`src/rtl/ifu_axi_prefetch.sv`:
```
// ifu_axi_prefetch: AXI-Lite instruction prefetcher with one outstanding read and a small PC/instruction FIFO.
module ifu_axi_prefetch #(
    parameter int                ADDR_W   = 32,
    parameter int                DATA_W   = 32,
    parameter logic [ADDR_W-1:0] RESET_PC = 32'h8000_0000,
    parameter int                DEPTH    = 4
) (
    input  logic              clk,
    input  logic              rst,
    input  logic              redirect_valid,
    input  logic [ADDR_W-1:0] redirect_pc,
    output logic              out_valid,
    input  logic              out_ready,
    output logic [ADDR_W-1:0] out_pc,
    output logic [DATA_W-1:0] out_ins,
    output logic              out_fault,
    output logic [ADDR_W-1:0] araddr,
    output logic              arvalid,
    input  logic              arready,
    input  logic [DATA_W-1:0] rdata,
    input  logic [1:0]        rresp,
    input  logic              rvalid,
    output logic              rready
);
    localparam int PW = $clog2(DEPTH);
    localparam int CW = PW + 1;

    typedef enum logic [1:0] {IDLE, AR, R, DROP} state_t;

    state_t            state, state_d;
    logic [ADDR_W-1:0] fetch_pc, fetch_pc_d, cap_addr;
    logic              halt, drop_mark;
    logic [PW-1:0]     wr_ptr, rd_ptr;
    logic [CW-1:0]     count, count_d;
    logic              push, pop, fault;
    logic [ADDR_W-1:0] mem_pc [DEPTH];
    logic [DATA_W-1:0] mem_ins [DEPTH];
    logic              mem_fault [DEPTH];

    assign fault      = rresp != 2'b00;
    assign push       = state == R && rvalid && !redirect_valid;
    assign pop        = out_valid && out_ready && !redirect_valid;
    assign count_d    = redirect_valid ? '0 : count + CW'(push) - CW'(pop);
    assign fetch_pc_d = redirect_valid ? redirect_pc : (push && !fault) ? cap_addr + ADDR_W'(4) : fetch_pc;

    assign out_valid = count != '0;
    assign out_pc    = mem_pc[rd_ptr];
    assign out_ins   = mem_ins[rd_ptr];
    assign out_fault = mem_fault[rd_ptr];
    assign arvalid   = state == AR;
    assign rready    = state == R || state == DROP;
    // The address presented during AR is frozen even if a redirect moves fetch_pc.
    assign araddr    = state == AR ? cap_addr : fetch_pc;

    always_comb begin
        state_d = state;
        case (state)
            IDLE: state_d = (!redirect_valid && !halt && count < CW'(DEPTH)) ? AR : IDLE;
            AR:   state_d = !arready ? AR : (drop_mark || redirect_valid) ? DROP : R;
            R:    state_d = rvalid ? ((push && !fault && count_d < CW'(DEPTH)) ? AR : IDLE)
                                   : redirect_valid ? DROP : R;
            DROP: state_d = rvalid ? IDLE : DROP;
        endcase
    end

    always_ff @(posedge clk) begin
        if (rst) begin
            state     <= IDLE;
            fetch_pc  <= RESET_PC;
            cap_addr  <= RESET_PC;
            halt      <= 1'b0;
            drop_mark <= 1'b0;
            wr_ptr    <= '0;
            rd_ptr    <= '0;
            count     <= '0;
        end else begin
            state     <= state_d;
            fetch_pc  <= fetch_pc_d;
            cap_addr  <= (state_d == AR && state != AR) ? fetch_pc_d : cap_addr;
            halt      <= redirect_valid ? 1'b0 : (push && fault) ? 1'b1 : halt;
            drop_mark <= state == AR && state_d == AR && (drop_mark || redirect_valid);
            wr_ptr    <= redirect_valid ? '0 : wr_ptr + PW'(push);
            rd_ptr    <= redirect_valid ? '0 : rd_ptr + PW'(pop);
            count     <= count_d;
        end
    end

    always_ff @(posedge clk) begin
        if (push) begin
            mem_pc[wr_ptr]    <= cap_addr;
            mem_ins[wr_ptr]   <= fault ? '0 : rdata;
            mem_fault[wr_ptr] <= fault;
        end
    end
endmodule
```
`config.mk`:
```
export PLATFORM = sky130hd
export DESIGN_NAME = ifu_axi_prefetch
export DESIGN_NICKNAME = d
export VERILOG_FILES = /design/src/rtl/ifu_axi_prefetch.sv
export SDC_FILE = /design/constraint.sdc
export NUM_CORES = 1
export LEC_CHECK = 0
export BUFFER_PORTS_ARGS = -buffer_cell sky130_fd_sc_hd__buf_2
export CELL_PAD_IN_SITES_DETAIL_PLACEMENT = 1
export CELL_PAD_IN_SITES_GLOBAL_PLACEMENT = 1
export CORE_ASPECT_RATIO = 0.9
export CORE_MARGIN = 1
export CORE_UTILIZATION = 48
export DETAILED_ROUTE_END_ITERATION = 8
export MAX_ROUTING_LAYER = met4
export PLACE_DENSITY = 0.76
export SETUP_SLACK_MARGIN = 0.3
export SLEW_MARGIN = 10
export SYNTH_ARGS = -nofsm -noshare
export SYNTH_HDL_FRONTEND = slang
export SYNTH_SLANG_ARGS = --single-unit
```
`constraint.sdc`:
```
create_clock -name clk -period 8.13 [get_ports clk]
set_clock_uncertainty 0.1 [all_clocks]
set_input_delay 1.626 -clock clk [delete_from_list [all_inputs] [get_ports clk]]
set_output_delay 1.626 -clock clk [all_outputs]
set_load 0.03 [all_outputs]
```
==> impl_metrics.py <==
metrics = {
    "routing": {
        "vias_per_cell": 5.85,
        "antenna_left": 0,
        "drc": 0,
        "firstDrtPassIters": 5,
        "post_drt_wl_per_cell_um": 23.1,
        "routed-via-count": 8714,
        "drtIter0Drc": 619,
        "routed_wl_mm": 34.5,
    },
    "synthesis": {
        "ys_async_sr_fraction_pct": 0,
        "ys.flop_type": "edfxtp_1",
        "synth_nets": 1015,
        "avgSynthCellArea_um2": 14.7,
        "synth_edf_count": 260,
        "synth_area_um2": 13800,
        "synth_top_area_cell": "edfxtp_1",
        "ys_types": 64,
        "yosys_warnings": 0,
        "syn_inst": 939,
        "ys_seq_area_share_pct": 67.6,
        "yosys.area.top_type_share_pct": 56.7,
        "yosys-top-cells-area": "edfxtp_1 (57%), dfxtp_1 (11%), mux4_2 (11%)",
        "ys_ff_latch": 335,
    },
    "clocking": {
        "clockBufferDepth": 3,
        "root_buffer": "clkbuf_16",
        "clock-sinks": 335,
        "cts_setup_buffers": 0,
        "insertion_delay_ns": 0.53,
        "ctsResizeCount": 0,
        "clk_pin_slew_ns": 0.06,
        "hold_buffers": 0,
        "cts_tree": "done",
        "cts-htree-levels": 2,
        "cts_buffers": 37,
    },
    "grt": {
        "antenna_found_initial": 0,
        "grt_max_degree": 71,
        "globalRouteOverflowTotal": 0,
        "grt_pass1_wl_mm": 53.8,
        "grt_pass1_vias": 9283,
        "groute.usage.overall_pct": 25.0,
    },
    "sta": {
        "setup_viol": 0,
        "tns_ns": 0,
        "slew_headroom_pct": 27.4,
        "tightest_slew_ns": 1.09,
        "rsz0062_at_grt": "false",
        "drv_slew": 0,
        "post-route-period-util_pct": 57.0,
        "fin_crit_ns": 4.63,
        "hold_viol": 0,
        "max_freq_mhz": 216,
    },
    "worst_setup_path": {
        "path_delay_family": "buffers and inverters",
        "worstPathCellList": "buf_4, mux4_2, buf_2",
        "path_max_fanout": 42,
        "cp_data_required_time_ns": 6.40,
        "critPathLaunchType": "flop",
        "crit_path_end_kind": "output pin",
        "critical-path-slowest-cell": "buf_4",
        "critPathMaxStageDelay_ns": 0.78,
        "path_buf_inv": 2,
        "crit_type": "reg2out",
        "cp_data_arrival_time_ns": 2.91,
    },
    "placed_design": {
        "gp_congestion": 0.825,
        "postPlaceCellArea_um2": 15000,
        "hpwl_mm": 21.4,
        "io_buffers": 171,
    },
    "power": {
        "p_leak_nw": 5.67,
        "power_density_nw_per_um2": 235,
        "vdd_drop_max_mv": 0.125,
    },
    "floorplanning": {
        "initial_utilization_pct": 49.1,
        "fp.dieW_um": 181,
        "die_h_um": 163,
        "core_area_um2": 28100,
        "dieArea_um2": 29400,
        "rows": 58,
        "ios": 172,
    },
    "final_layout": {
        "final_nets": 1176,
        "final_cell_area_um2": 16200,
        "ff_latch_area_um2": 9320,
        "nFillCells": 2723,
        "antenna_cells": 0,
        "area_growth_pct": 17.3,
        "final_util_pct": 57.6,
        "drive_gt1_share_pct": 28.4,
        "multi_input_area_um2": 4190,
    },
    "job": {
        "cap_violations": 0,
    },
    "worst_hold_path": {
        "hold_class": "reg2reg",
    },
    "run_status": {
        "status": "finished, final reports clean",
    },
}
[placed cells by master, fill, tap and decap left out, drive strengths merged, types with 3 or more instances in the layout]
master  Yosys  final
and2       37     37
a311oi     10     10
buf        28    186
clkinv      0     10
xor2        9      9
nor2b       3      3
and3        4      4
nor3       12     12
inv        11     13
clkbuf     36     54
a22o        4      4
nor2       65     65
a21oi      39     39
or3         6      6
nand2     109    109
o31a        6      6
a211oi     17     17
mux2i       3      3
a221oi      5      5
edfxtp    260    260
nand2b      4      4
and4        8      8
ha          3      3
nor3b      15     15
mux4       65     65
xnor2       9      9
nand4       8      8
nand3      12     12
a31oi       4      4
dfxtp      75     75
o21ai      29     29
nor4       13     13
[worst reg2reg max path: cells and delay by family, from the launching register on]
| family | cells | cell delay (ns) |
|---|---|---|
| buffers and inverters | 1 | 0.50 |
| DFF | 1 | 0.33 |
| and+or+nand+nor | 5 | 0.86 |
| AOI/OAI and AO/OA | 2 | 0.41 |
| adders and majority gates | 2 | 0.60 |
| xor gates and xnor gates | 2 | 0.40 |
[per-stage QoR]
| step | cells | worst slack (ns) | total power, mW | hold WS (ns) |
|---|---|---|---|---|
| after floorplan | 939 | 1.09 | 2.10 | 0.342 |
| after global placement | 1421 | 3.67 | 2.18 | 0.372 |
| after detailed placement | 1421 | 3.55 | 2.19 | 0.389 |
| after CTS | 1489 | 3.38 | 3.83 | 0.408 |
| after global routing | 1489 | 3.25 | 3.92 | 0.449 |
| final | 1489 | 3.50 | 3.80 | 0.415 |
[cell families after synthesis]
kind of cell    after synthesis  synth area share (%)
flops                       335                  67.6
buf+inv                      75                  2.30
simple gates                304                  11.1
xor+xnor                     19                  1.32
fa+ha+maj                     4                 0.418
mux                          69                  10.9
compound gates              133                  6.44
[cell type report]
cell class                 count  area share [%]
multi-input combinational    529            25.9
clock inverter                14           0.906
clock buffer                  54            6.50
sequential                   335            57.6
timing repair buffer         186            5.99
tap                          360            2.79
inverter                      11           0.255
[state kept, by name (all words and copies together), names as in the netlist]
register   flops
mem_ins      128
state          2
cap_addr      32
mem_fault      4
halt           1
drop_mark      1
fetch_pc      32
mem_pc       128
count          3
wr_ptr         2
rd_ptr         2
[metal layers]
layer  share of wire, %  track usage (%)  routed length (um)
met4                2.4             7.96                 834
met5                  0                -                   0
met1                 44             33.0               15300
met2                 49             40.3               16700
met3                4.7             3.76                1630
[synthesized netlist by cell type, types with 3 or more instances]
cell type	n
and3_1	4
nand2_1	109
nand4_2	3
o21ai_1	7
and4_1	8
nand3_1	12
mux4_2	65
nand2b_1	4
nor3b_1	15
xor2_1	9
o21ai_0	22
nor4_1	12
nor2b_1	3
mux2i_1	3
ha_1	3
inv_1	9
o31a_1	6
buf_1	5
nor2_1	64
a221oi_1	5
buf_2	22
dfxtp_1	75
a22o_1	4
a311oi_1	9
and2_1	37
xnor2_1	9
a211oi_1	17
edfxtp_1	260
a31oi_1	4
clkbuf_1	36
or3_1	5
nand4_1	5
nor3_1	12
a21oi_1	39
[power breakdown]
| part | internal (mW) | total (mW) | switching, mW |
|---|---|---|---|
| clock | 0.970 | 1.64 | 0.670 |
| combinational | 0.0760 | 0.228 | 0.152 |
| sequential | 1.88 | 1.93 | 0.0541 |
| total | 2.92 | 3.80 | 0.876 |
[worst paths after layout]
check | start | endpoint | slack [ns] | depth (start not counted)
worst max-delay path | rd_ptr[0]$_SDFF_PP0_ | out_pc[22] | 3.50 | 3
worst min-delay path | fetch_pc[31]$_SDFF_PP1_ | fetch_pc[31]$_SDFF_PP1_ | 0.41 | 2
worst max register to register | count[2]$_SDFF_PP0_ | cap_addr[26]$_SDFFE_PP0P_ | 4.84 | 12
worst min register to register | fetch_pc[31]$_SDFF_PP1_ | fetch_pc[31]$_SDFF_PP1_ | 0.41 | 2
Note: power is estimated with default switching activity, not from simulation.
